--- src/rtl/pc_fetch_ctrl_pkg.sv ---
// ---------------------------------------------------------------------------
// pc_fetch_pkg
// Shared types and constants for the fetch sequencer.
//   fetch_state_e  : fetch FSM states
//   INSTR_BYTES    : size of one instruction, used for sequential advance
//   PC_ALIGN_MASK  : clears PC bits [1:0]
//   align_pc()     : word-aligns an address
// ---------------------------------------------------------------------------
package pc_fetch_pkg;

  typedef enum logic [2:0] {
    ST_BOOT,
    ST_REQ,
    ST_WAIT,
    ST_ISSUE,
    ST_DRAIN,
    ST_ERR
  } fetch_state_e;

  localparam int unsigned INSTR_BYTES   = 4;
  localparam logic [31:0] PC_ALIGN_MASK = 32'hFFFF_FFFC;

  function automatic logic [31:0] align_pc(input logic [31:0] addr);
    return addr & PC_ALIGN_MASK;
  endfunction

endpackage

--- src/rtl/pc_fetch_ctrl_timer.sv ---
// ---------------------------------------------------------------------------
// fetch_timer
// Saturating cycle counter that measures how long the fetcher has waited for
// an instruction-memory response.
//   i_clk      : clock, rising edge
//   i_rst      : asynchronous active-low reset
//   i_clear    : restart the count at zero (priority over i_enable)
//   i_enable   : count this cycle
//   o_expired  : high during the TIMEOUT_CYCLES-th enabled cycle and after
// ---------------------------------------------------------------------------
module fetch_timer #(
  parameter int unsigned TIMEOUT_CYCLES = 16
) (
  input  logic i_clk,
  input  logic i_rst,
  input  logic i_clear,
  input  logic i_enable,
  output logic o_expired
);

  localparam int unsigned CW = (TIMEOUT_CYCLES > 2) ? $clog2(TIMEOUT_CYCLES) : 1;
  localparam logic [CW-1:0] LAST = CW'(TIMEOUT_CYCLES - 1);

  logic [CW-1:0] r_count;

  // The count holds the number of enabled cycles already completed, so the
  // cycle that sees LAST is the TIMEOUT_CYCLES-th one. Saturating at LAST
  // keeps o_expired asserted if the owner keeps waiting.
  always_ff @(posedge i_clk or negedge i_rst) begin
    if (!i_rst) begin
      r_count <= '0;
    end else if (i_clear) begin
      r_count <= '0;
    end else if (i_enable && (r_count != LAST)) begin
      r_count <= r_count + 1'b1;
    end
  end

  assign o_expired = i_enable && (r_count == LAST);

endmodule

--- src/rtl/pc_fetch_ctrl.sv ---
// ---------------------------------------------------------------------------
// pc_fetch_ctrl
// Fetch sequencer: drives the PC register load, issues instruction-memory
// requests from the current PC, buffers the returned word for decode and
// handles redirects and lost-response timeouts.
//   i_clk / i_rst            : clock, asynchronous active-low reset
//   i_pc                     : current PC register value
//   o_pc_en / o_pc_next      : PC register load enable and next value
//   o_imem_req_valid/_ready  : request handshake, o_imem_addr = i_pc
//   i_imem_rsp_valid/_data   : one-cycle response pulse and instruction word
//   o_instr_valid / o_instr  : buffered instruction, consumed by i_instr_ready
//   i_stall                  : hold the issued instruction and the PC
//   i_redirect_valid/_pc     : taken branch/jump target
//   o_fetch_err              : sticky timeout indication
// ---------------------------------------------------------------------------
module pc_fetch_ctrl
  import pc_fetch_pkg::*;
#(
  parameter logic [31:0] RESET_VECTOR   = 32'h0000_0000,
  parameter int unsigned TIMEOUT_CYCLES = 16
) (
  input  logic        i_clk,
  input  logic        i_rst,
  input  logic [31:0] i_pc,
  output logic        o_pc_en,
  output logic [31:0] o_pc_next,
  output logic        o_imem_req_valid,
  input  logic        i_imem_req_ready,
  output logic [31:0] o_imem_addr,
  input  logic        i_imem_rsp_valid,
  input  logic [31:0] i_imem_rsp_data,
  output logic        o_instr_valid,
  output logic [31:0] o_instr,
  input  logic        i_instr_ready,
  input  logic        i_stall,
  input  logic        i_redirect_valid,
  input  logic [31:0] i_redirect_pc,
  output logic        o_fetch_err
);

  fetch_state_e r_state;
  fetch_state_e w_state_next;
  logic [31:0]  r_instr;
  logic         r_instr_valid;
  logic         w_redirect;
  logic         w_capture;
  logic         w_pc_en;
  logic [31:0]  w_pc_next;
  logic         w_req_valid;
  logic         w_timer_clr;
  logic         w_timer_en;
  logic         w_expired;

  // A redirect in BOOT is ignored so the reset vector always loads first.
  assign w_redirect  = i_redirect_valid && (r_state != ST_BOOT);
  assign w_timer_en  = (r_state == ST_WAIT) || (r_state == ST_DRAIN);
  assign w_timer_clr = (w_state_next != r_state);

  fetch_timer #(
    .TIMEOUT_CYCLES (TIMEOUT_CYCLES)
  ) u_timer (
    .i_clk     (i_clk),
    .i_rst     (i_rst),
    .i_clear   (w_timer_clr),
    .i_enable  (w_timer_en),
    .o_expired (w_expired)
  );

  always_ff @(posedge i_clk or negedge i_rst) begin
    if (!i_rst) begin
      r_state <= ST_BOOT;
    end else begin
      r_state <= w_state_next;
    end
  end

  // Redirect is checked first in every state so it beats stall, sequential
  // advance and timeout. From WAIT/DRAIN the in-flight response still has to
  // be absorbed, unless it arrives in the same cycle as the redirect.
  always_comb begin
    w_state_next = r_state;
    w_pc_en      = 1'b0;
    w_pc_next    = align_pc(i_pc + 32'(INSTR_BYTES));
    w_req_valid  = 1'b0;
    w_capture    = 1'b0;
    if (w_redirect) begin
      w_pc_next = align_pc(i_redirect_pc);
    end
    unique case (r_state)
      ST_BOOT: begin
        w_pc_en      = 1'b1;
        w_pc_next    = align_pc(RESET_VECTOR);
        w_state_next = ST_REQ;
      end
      ST_REQ: begin
        if (w_redirect) begin
          w_pc_en = 1'b1;
        end else begin
          w_req_valid = 1'b1;
          if (i_imem_req_ready) begin
            w_state_next = ST_WAIT;
          end
        end
      end
      ST_WAIT: begin
        if (w_redirect) begin
          w_pc_en      = 1'b1;
          w_state_next = i_imem_rsp_valid ? ST_REQ : ST_DRAIN;
        end else if (i_imem_rsp_valid) begin
          w_capture    = 1'b1;
          w_state_next = ST_ISSUE;
        end else if (w_expired) begin
          w_state_next = ST_ERR;
        end
      end
      ST_ISSUE: begin
        if (w_redirect) begin
          w_pc_en      = 1'b1;
          w_state_next = ST_REQ;
        end else if (i_instr_ready && !i_stall) begin
          w_pc_en      = 1'b1;
          w_state_next = ST_REQ;
        end
      end
      ST_DRAIN: begin
        if (w_redirect) begin
          w_pc_en      = 1'b1;
          w_state_next = i_imem_rsp_valid ? ST_REQ : ST_DRAIN;
        end else if (i_imem_rsp_valid) begin
          w_state_next = ST_REQ;
        end else if (w_expired) begin
          w_state_next = ST_ERR;
        end
      end
      ST_ERR: begin
        if (w_redirect) begin
          w_pc_en      = 1'b1;
          w_state_next = ST_REQ;
        end
      end
      default: begin
        w_state_next = ST_BOOT;
      end
    endcase
  end

  // Any PC load means the buffered word no longer belongs to the PC, so the
  // buffer is invalidated on advance and on redirect alike.
  always_ff @(posedge i_clk or negedge i_rst) begin
    if (!i_rst) begin
      r_instr       <= '0;
      r_instr_valid <= 1'b0;
    end else if (w_capture) begin
      r_instr       <= i_imem_rsp_data;
      r_instr_valid <= 1'b1;
    end else if (w_pc_en) begin
      r_instr_valid <= 1'b0;
    end
  end

  // BOOT asserts the load combinationally; gating with reset keeps the PC
  // register quiet while reset is held.
  assign o_pc_en          = w_pc_en && i_rst;
  assign o_pc_next        = w_pc_next;
  assign o_imem_req_valid = w_req_valid;
  assign o_imem_addr      = i_pc;
  assign o_instr_valid    = r_instr_valid;
  assign o_instr          = r_instr;
  assign o_fetch_err      = (r_state == ST_ERR);

endmodule

--- config.mk ---
export PLATFORM = sky130hd
export DESIGN_NAME = pc_fetch_ctrl
export DESIGN_NICKNAME = d
export VERILOG_FILES = /design/src/rtl/pc_fetch_ctrl_pkg.sv /design/src/rtl/pc_fetch_ctrl_timer.sv /design/src/rtl/pc_fetch_ctrl.sv
export SDC_FILE = /design/constraint.sdc
export NUM_CORES = 1
export LEC_CHECK = 0
export ABC_AREA = 1
export CORE_AREA = 2 2 89 108
export DETAILED_ROUTE_END_ITERATION = 7
export DIE_AREA = 0 0 91 110
export PLACE_DENSITY = 0.8
export SYNTH_ARGS = -nofsm -noshare
export SYNTH_HDL_FRONTEND = slang
export SYNTH_SLANG_ARGS = --single-unit
--- constraint.sdc ---
create_clock -name i_clk -period 2.19 [get_ports i_clk]
set_input_delay 0.3285 -clock i_clk [delete_from_list [all_inputs] [get_ports i_clk]]
set_output_delay 0.3285 -clock i_clk [all_outputs]
set_load 0.01 [all_outputs]
[After elaboration in Yosys (flattened, before gate mapping)]
Cells that the tools add are included.
Storage, ports and cells
  bits in registers: 40
  output and inout port bits: 100
Operators by class
  $add $sub $neg: 2
  reduce and logical (&&, ||, !) cells: 12
  multiplexer cells: 27
  eq/ne operators: 8
Operators with widths (count)
  $mux W32: 2
  $mux W3: 11
  $add A32 B3 Y32 const B: 1
  $pmux W3 S6: 1
  $mux W1: 10
  $mux W4: 2
  $eq A3 B2 Y1 const B: 2
  $eq A3 B3 Y1 const B: 2
  $logic_and A1 B1 Y1: 5
  $add A4 B1 Y4 const B: 1
  $eq A4 B4 Y1 const B: 1
  $ne A4 B4 Y1 const B: 1
  $reduce_bool A2 Y1: 2
  $reduce_or A4 Y1: 1
  $eq A3 B1 Y1 const B: 1
  $logic_not A3 Y1: 1
  $ne A3 B3 Y1: 1
  $pmux W1 S3: 1
  $reduce_bool A3 Y1: 1
  $logic_not A1 Y1: 1
  $logic_or A1 B1 Y1: 1

[Logic depth before layout (Yosys ltp)]
Gate-level depths: netlist (run 1).
  word-level depth: 9
  mapped depth: 10
  gate-level depth less buffers: 10

[Hierarchy]
Synthesis (run 1) repeated with hierarchy kept, for this count alone.
Second synthesis, totals
  cells, all modules: 556
  area, all modules: 3535.9 um^2
By module, submodules not included
  pc_fetch_ctrl: times used 1, area an instance 3304.4 um^2, cells each 526, sequential area each 900.9 um^2
  fetch_timer: times used 1, area an instance 231.5 um^2, cells each 30, sequential area each 100.1 um^2

[Worst setup path after synthesis (run 1)]
OpenSTA, ideal clock, no wires.
  kind: input -> output
  start: in i_pc[2]
  end: out o_pc_next[20]
  path slack: 0.406 ns
  stages on the path: 10
  data arrival time: 1.456 ns
  data required time: 1.862 ns
  cell sequence: ha_1 -> nand3_2 -> nor2_1 -> nand2_1 -> nor2_2 -> nand2_1 -> nor2_1 -> xor2_1 -> nand2_1 -> nand2_1
Between the ends
  longest elaborated chain between the ends: 3
RTL lines
  start, declared: line pc_fetch_ctrl.sv:24  | input logic [31:0] i_pc,
  $add A32 B3 Y32: line pc_fetch_ctrl.sv:83  | w_pc_next = align_pc(i_pc + 32'(INSTR_BYTES));
  $mux W32: line pc_fetch_ctrl.sv:86  | if (w_redirect) begin
  $mux W32: line pc_fetch_ctrl.sv:89  | unique case (r_state)
  end, declared: line pc_fetch_ctrl.sv:26  | output logic [31:0] o_pc_next,
No other way between the ends.

[Worst setup path after layout (run 1)]
  start: in i_pc[10]
  end: out o_pc_next[14]
Same word-level chain as after synthesis.

==> results of run 1 <==
[worst max-delay path, stage by stage]
cell and delay, ps:
clkdlybuf4s15_2 240, nand2_1 90, nor3_2 270, nand2_2 140, buf_4 160, nor2_4 120, xor2_1 150, o21ai_1 70
inv_1 40, dlygate4sd2_1 250
[flip-flops by register name, summed over array words and instances (netlist names)]
register	cells
o_instr_valid	1
o_instr	32
r_state	3
u_timer.r_count	4
[power by group]
part | total, mW | switching, mW | internal, mW
Combinational | 3.15 | 1.46 | 1.69
Clock | 0.595 | 0.258 | 0.337
Sequential | 1.24 | 0.182 | 1.06
Total | 4.98 | 1.90 | 3.08
[per-layer routing]
layer,wire [um],GRT usage (%),up-vias
li1,-,-,1976
met1,4660,26.5,1957
met2,7090,50.1,246
met3,1270,7.07,57
met4,802,15.3,0
met5,0,0,-
[metrics by stage]
stage | hold slack, ps | std cells | cell area [um2]
floorplan | 32.9 | 464 | 3310
global placement | 444 | 816 | 5720
detailed placement | 464 | 816 | 5720
CTS | 128 | 838 | 6120
global route | 168 | 845 | 6150
finish | 127 | 845 | 6150
[area by class of cell]
type,count,area share [%]
clock inverter,3,0.692
timing repair buffer,296,42.5
sequential,40,16.3
clock buffer,5,1.12
tap,120,2.44
multi-input combinational,320,33.2
inverter,61,3.80
[how the worst max path moves through the flow]
stage,startpoint,end,slack [ps],cells after the start
floorplan,i_pc[2],o_pc_next[20],410,10
global placement,i_pc[15],o_pc_next[22],-740,12
detailed placement,i_pc[15],o_pc_next[22],-730,12
CTS,i_pc[14],o_pc_next[22],-30,12
global route,r_state[0],o_pc_next[2],-60,8
finish,i_pc[10],o_pc_next[14],-1,10
[repair_timing]
item	in CTS	in global routing
resized for setup	166	76
buffers inserted	14	7
pin swaps	35	27
setup endpoints to repair	32	30
[logic make-up (layout without fill, tap and decap cells)]
kind of cell               after synthesis  after routing  share of synthesized area [%]
and+or+nand+nor                        237            237                           31.5
buffers and inverters                  104            365                           16.7
DFF                                     40             40                           30.3
AOI/OAI and AO/OA                       36             36                           6.81
muxes                                   33             33                           11.2
xor gates and xnor gates                10             10                           2.65
adders and majority gates                2              2                          0.757
other                                    1              2                          0.113
[Yosys cell counts, types with 3 or more instances]
cell type	instances
nand3_1	29
inv_1	60
o21ai_0	17
buf_6	4
nor3_1	13
mux2_2	32
a31oi_1	3
nand2_1	121
nand3b_1	6
dfrtp_1	40
xnor2_1	4
buf_2	3
xor2_1	6
or2_2	4
o211ai_1	5
a21oi_1	3
buf_4	34
nand4_1	7
nor2_1	47
==> qor.csv, run 1 <==
stage,metric,value,unit
die,initial core utilization,37.0,%
timing,worst relative slew slack,65.7,%
global_route,number of global-route vias before repair,4312,
layout,"commonest cells after routing, fill and taps aside","clkdlybuf4s50_1, nand2_1, buf_4",
layout,FF/Latch Area,1000,um2
timing,setup TNS,-1.06,ps
die,num rows,38,
clocking,CTS Buf Count,5,
timing,Least-Margin Pin Slew,515,ps
layout,ant diodes,0,
yosys,Post-synth ARST share,100,%
critical_path,crit path max fanout,4,
timing,Clock Skew,10.8,ps
die,die height,110,um
timing,Final Setup Violations,1,
layout,Area Overhead vs Synth,86.0,%
outcome,status,"complete, but fails checks",
yosys,Post-Syn Area,3310,um2
clocking,clock sink count,40,
critical_path,R2R Path End,o_instr[29],
power,Worst IR Drop VDD,1150,uV
yosys,Mapped Avg Cell Area,7.14,um2
global_route,global-route wire length before repair,21000,um
clocking,Max H-tree Level,2,
yosys,Synth Register Bits,40,
yosys,"EDFF count, synth",0,
layout,final core occ,68.8,%
layout,share of layout cells above drive strength 1,35.2,%
critical_path,reg2reg path depth,8,
yosys,Yosys top cell area share,30.3,%
critical_path,"Req. time, crit path",1860,ps
yosys,Post-Synthesis Cells,463,
power,Pwr per Cell Area,810,nW/um2
routing,DR vias/cell,5.01,
routing,routed via count,4236,
timing,"Slew Viols, Final",0,
global_route,grt ovf,0,
critical_path,CP arrival,1860,ps
clocking,worst skew pair latency,300,ps
placement,Routability Congestion,0.975,
timing,Final period util,100,%
routing,WL per Instance,16.4,um
global_route,initial antenna violation count,0,
placement,pre-CTS WS,-731,ps
timing,RSZ-0062 raised after global routing,true,
power,P_leak,3.05,nW
yosys,"Distinct cells, synth",35,
layout,"commonest non-fill, non-tap cell in the layout",clkdlybuf4s50_1,
layout,Final nets,829,
timing,Max Freq,456,MHz
clocking,clock buffer depth,2,
run,Max-Cap Viols,0,
outcome,failing checks,setup timing,
die,Core Region,8940,um2
yosys,biggest area consumer among synthesized cells,dfrtp_1,
clocking,Root Driver,clkbuf_8,
clocking,hold buffer count at cts,0,
critical_path,flop2flop setup slack,410,ps
critical_path,r2r startpoint,r_state[0],
global_route,pin count of the biggest net entering global routing,41,
critical_path,Worst setup SP type,input pin,
die,Die X,91,um
layout,Layout fillers,741,
power,Overall Power,4.98,mW
routing,initial DRC count,116,
timing,Final Hold Fails,0,
routing,WL final,13800,um
yosys,Most used DFF post-synth,dfrtp_1,
routing,antenna-violating nets left,0,
placement,DP Wirelength,10400,um
clocking,TritonCTS clock tree,built,
global_route,GRT Util Overall,26.6,%
critical_path,critical path class,in2out,
die,number of top-level pins,203,
hold_path,worst min path class,in2async,
die,die area,10000,um2
routing,drt pass-1 iters,4,
placement,Port-buffer cells,194,
yosys,post-synthesis sequential area ratio,30.3,%
routing,drt drc,0,
yosys,most area-consuming cells after synthesis,"dfrtp_1, nand2_1, mux2_2",
layout,area taken by multi-input logic gates,2040,um2
clocking,"Reg clk slew, reported paths",80,ps
yosys,Synth Warn #,0,
timing,setup ws final,-1.06,ps
critical_path,crit end category,output pin,
timing,fin crit period,2190,ps
No activity file was read; power rests on OpenSTA's default activity.
==> run 2: changes to the inputs <==
--- a/config.mk
+++ b/config.mk
@@ -6,9 +6,9 @@
 export NUM_CORES = 1
 export LEC_CHECK = 0
 export ABC_AREA = 1
-export CORE_AREA = 2 2 89 108
+export CORE_AREA = 5 5 92 111
 export DETAILED_ROUTE_END_ITERATION = 7
-export DIE_AREA = 0 0 91 110
+export DIE_AREA = 0 0 97 116
 export PLACE_DENSITY = 0.8
 export SYNTH_ARGS = -nofsm -noshare
 export SYNTH_HDL_FRONTEND = slang
==> qor.csv, run 2 (synthesis gave the netlist of run 1 again) <==
stage,metric,value,unit,change
global_route,initial antenna violation count,0,,unchanged
layout,Area Overhead vs Synth,82.4,%,
clocking,Max H-tree Level,2,,unchanged
critical_path,reg2reg path depth,7,,-1
timing,Final Setup Violations,0,,-1
routing,drt pass-1 iters,4,,unchanged
timing,Max Freq,468,MHz,+2.5%
layout,final core occ,67.1,%,-1.7 points
die,initial core utilization,36.8,%,-0.20 points
global_route,GR peak layer,met2,,
die,num rows,38,,unchanged
clocking,clock sink count,40,,unchanged
die,number of top-level pins,203,,unchanged
timing,worst relative slew slack,66.5,%,+0.88 points
clocking,worst skew pair latency,290,ps,about the same
layout,ant diodes,0,,unchanged
critical_path,Worst setup SP type,input pin,,
timing,Final Hold Fails,0,,unchanged
die,Core Region,8990,um2,+0.53%
placement,Routability Congestion,0.965,,-0.97%
global_route,met3 Use GR,7.95,%,+0.88 points
timing,Final period util,97.6,%,-2.4 points
critical_path,R2R Path End,o_instr[8],,
critical_path,flop2flop setup slack,460,ps,+50 ps
run,Max-Cap Viols,0,,unchanged
global_route,GRT Util Overall,24.2,%,-2.4 points
global_route,met1 Track Usage GR,24.0,%,-2.5 points
die,die area,11300,um2,+12%
global_route,number of global-route vias before repair,4459,,+3.4%
hold_path,worst min path class,in2async,,
global_route,grt ovf,0,,unchanged
routing,routed via count,4041,,-4.6%
placement,Port-buffer cells,194,,unchanged
critical_path,critical path class,in2out,,
global_route,global-route wire length before repair,21800,um,+3.7%
clocking,hold buffer count at cts,0,,unchanged
routing,initial DRC count,130,,+12%
global_route,pin count of the biggest net entering global routing,41,,unchanged
clocking,Root Driver,clkbuf_8,,
power,Pwr per Cell Area,799,nW/um2,-1.4%
critical_path,"Req. time, crit path",1860,ps,about the same
critical_path,crit end category,output pin,,
timing,setup ws final,51.8,ps,+52.8 ps
die,Die X,97,um,+6.6%
global_route,grt met2 use,44.9,%,-5.2 points
power,Worst IR Drop VDD,960,uV,-17%
clocking,TritonCTS clock tree,built,,
clocking,clock buffer depth,2,,unchanged
critical_path,CP arrival,1810,ps,-50 ps
clocking,CTS Buf Count,5,,unchanged
layout,Layout fillers,722,,-2.6%
routing,drt drc,0,,unchanged
placement,DP Wirelength,11000,um,+6.1%
routing,WL final,13600,um,-1.5%
timing,fin crit period,2140,ps,-52.8 ps
layout,Final nets,804,,-3.0%
power,P_leak,2.96,nW,-3.0%
routing,antenna-violating nets left,0,,unchanged
layout,"commonest cells after routing, fill and taps aside","clkdlybuf4s50_1, nand2_1, buf_4",,
outcome,status,finished clean,,
layout,max FFs per register,32,,unchanged
placement,pre-CTS WS,-717,ps,+14.4 ps
routing,WL per Instance,16.6,um,+1.5%
layout,"commonest non-fill, non-tap cell in the layout",clkdlybuf4s50_1,,
critical_path,crit path max fanout,3,,-1
timing,Clock Skew,7.21,ps,-3.63 ps
timing,"Slew Viols, Final",0,,unchanged
layout,share of layout cells above drive strength 1,33.3,%,-1.9 points
timing,Least-Margin Pin Slew,502,ps,-13.2 ps
routing,DR vias/cell,4.93,,-1.7%
critical_path,r2r startpoint,r_state[0],,
die,die height,116,um,+5.5%
clocking,"Reg clk slew, reported paths",80,ps,about the same
-- run 2: layer usage --
metal | up-vias | share of wire, %
li1 | 1932 | -
met1 | 1846 | 34
met2 | 214 | 51
met3 | 49 | 10
met4 | 0 | 4.3
met5 | - | 0
-- run 2: power breakdown --
group	total (mW)	leakage, nW	switching, mW	internal, mW
Sequential	1.23	0.500	0.173	1.06
Clock	0.501	0.0455	0.244	0.257
Combinational	3.08	2.42	1.45	1.63
Total	4.81	2.96	1.87	2.95
-- run 2: timing repair --
item	in CTS	in global routing
endpoints found under the setup margin	32	24
pin swaps	29	18
gates resized for setup	174	82
buffers inserted	6	1
-- run 2: worst max path at each step --
| stage | startpoint | end | slack (ps) | cells past startpoint |
|---|---|---|---|---|
| 2_1_floorplan | i_pc[2] | o_pc_next[20] | 410 | 10 |
| 3_3_place_gp | i_pc[15] | o_pc_next[22] | -720 | 12 |
| 3_5_place_dp | i_pc[12] | o_pc_next[22] | -720 | 11 |
| 4_1_cts | i_pc[3] | o_pc_next[10] | 3 | 12 |
| 5_1_grt | i_pc[2] | o_pc_next[20] | -10 | 12 |
| 6_report | i_pc[2] | o_pc_next[24] | 50 | 13 |
-- run 2: layout make-up --
cell class / count / area (um2) / area share (%)
tap: 120 / 150 / 2.49
inverter: 61 / 229 / 3.80
multi-input combinational: 320 / 2100 / 34.9
sequential: 40 / 1000 / 16.6
clock buffer: 8 / 90.1 / 1.49
timing repair buffer: 271 / 2460 / 40.7
-- run 2: stage by stage --
| stage | hold WS (ps) | instances | TNS, ps | cell area [um2] | power (mW) |
|---|---|---|---|---|---|
| 5_1_grt | 156 | 820 | -22.1 | 6030 | 5.18 |
| 3_3_place_gp | 436 | 805 | -15040 | 5650 | 4.32 |
| 3_5_place_dp | 443 | 805 | -15890 | 5650 | 4.42 |
| 2_1_floorplan | 32.9 | 464 | 0 | 3310 | 2.59 |
| 4_1_cts | 118 | 819 | 0 | 5960 | 4.84 |
| 6_report | 104 | 820 | 0 | 6030 | 4.81 |
-- run 2: worst max-delay path, stage by stage --
cell             delay (ps)
clkdlybuf4s15_2         220
ha_4                    160
nand3_4                  90
nor2_4                  130
nand2_1                  90
buf_4                   150
inv_2                    80
nand2_1                  70
nand2_1                  60
nand3_1                  60
nand2_1                  60
inv_1                    30
dlygate4sd2_1           270
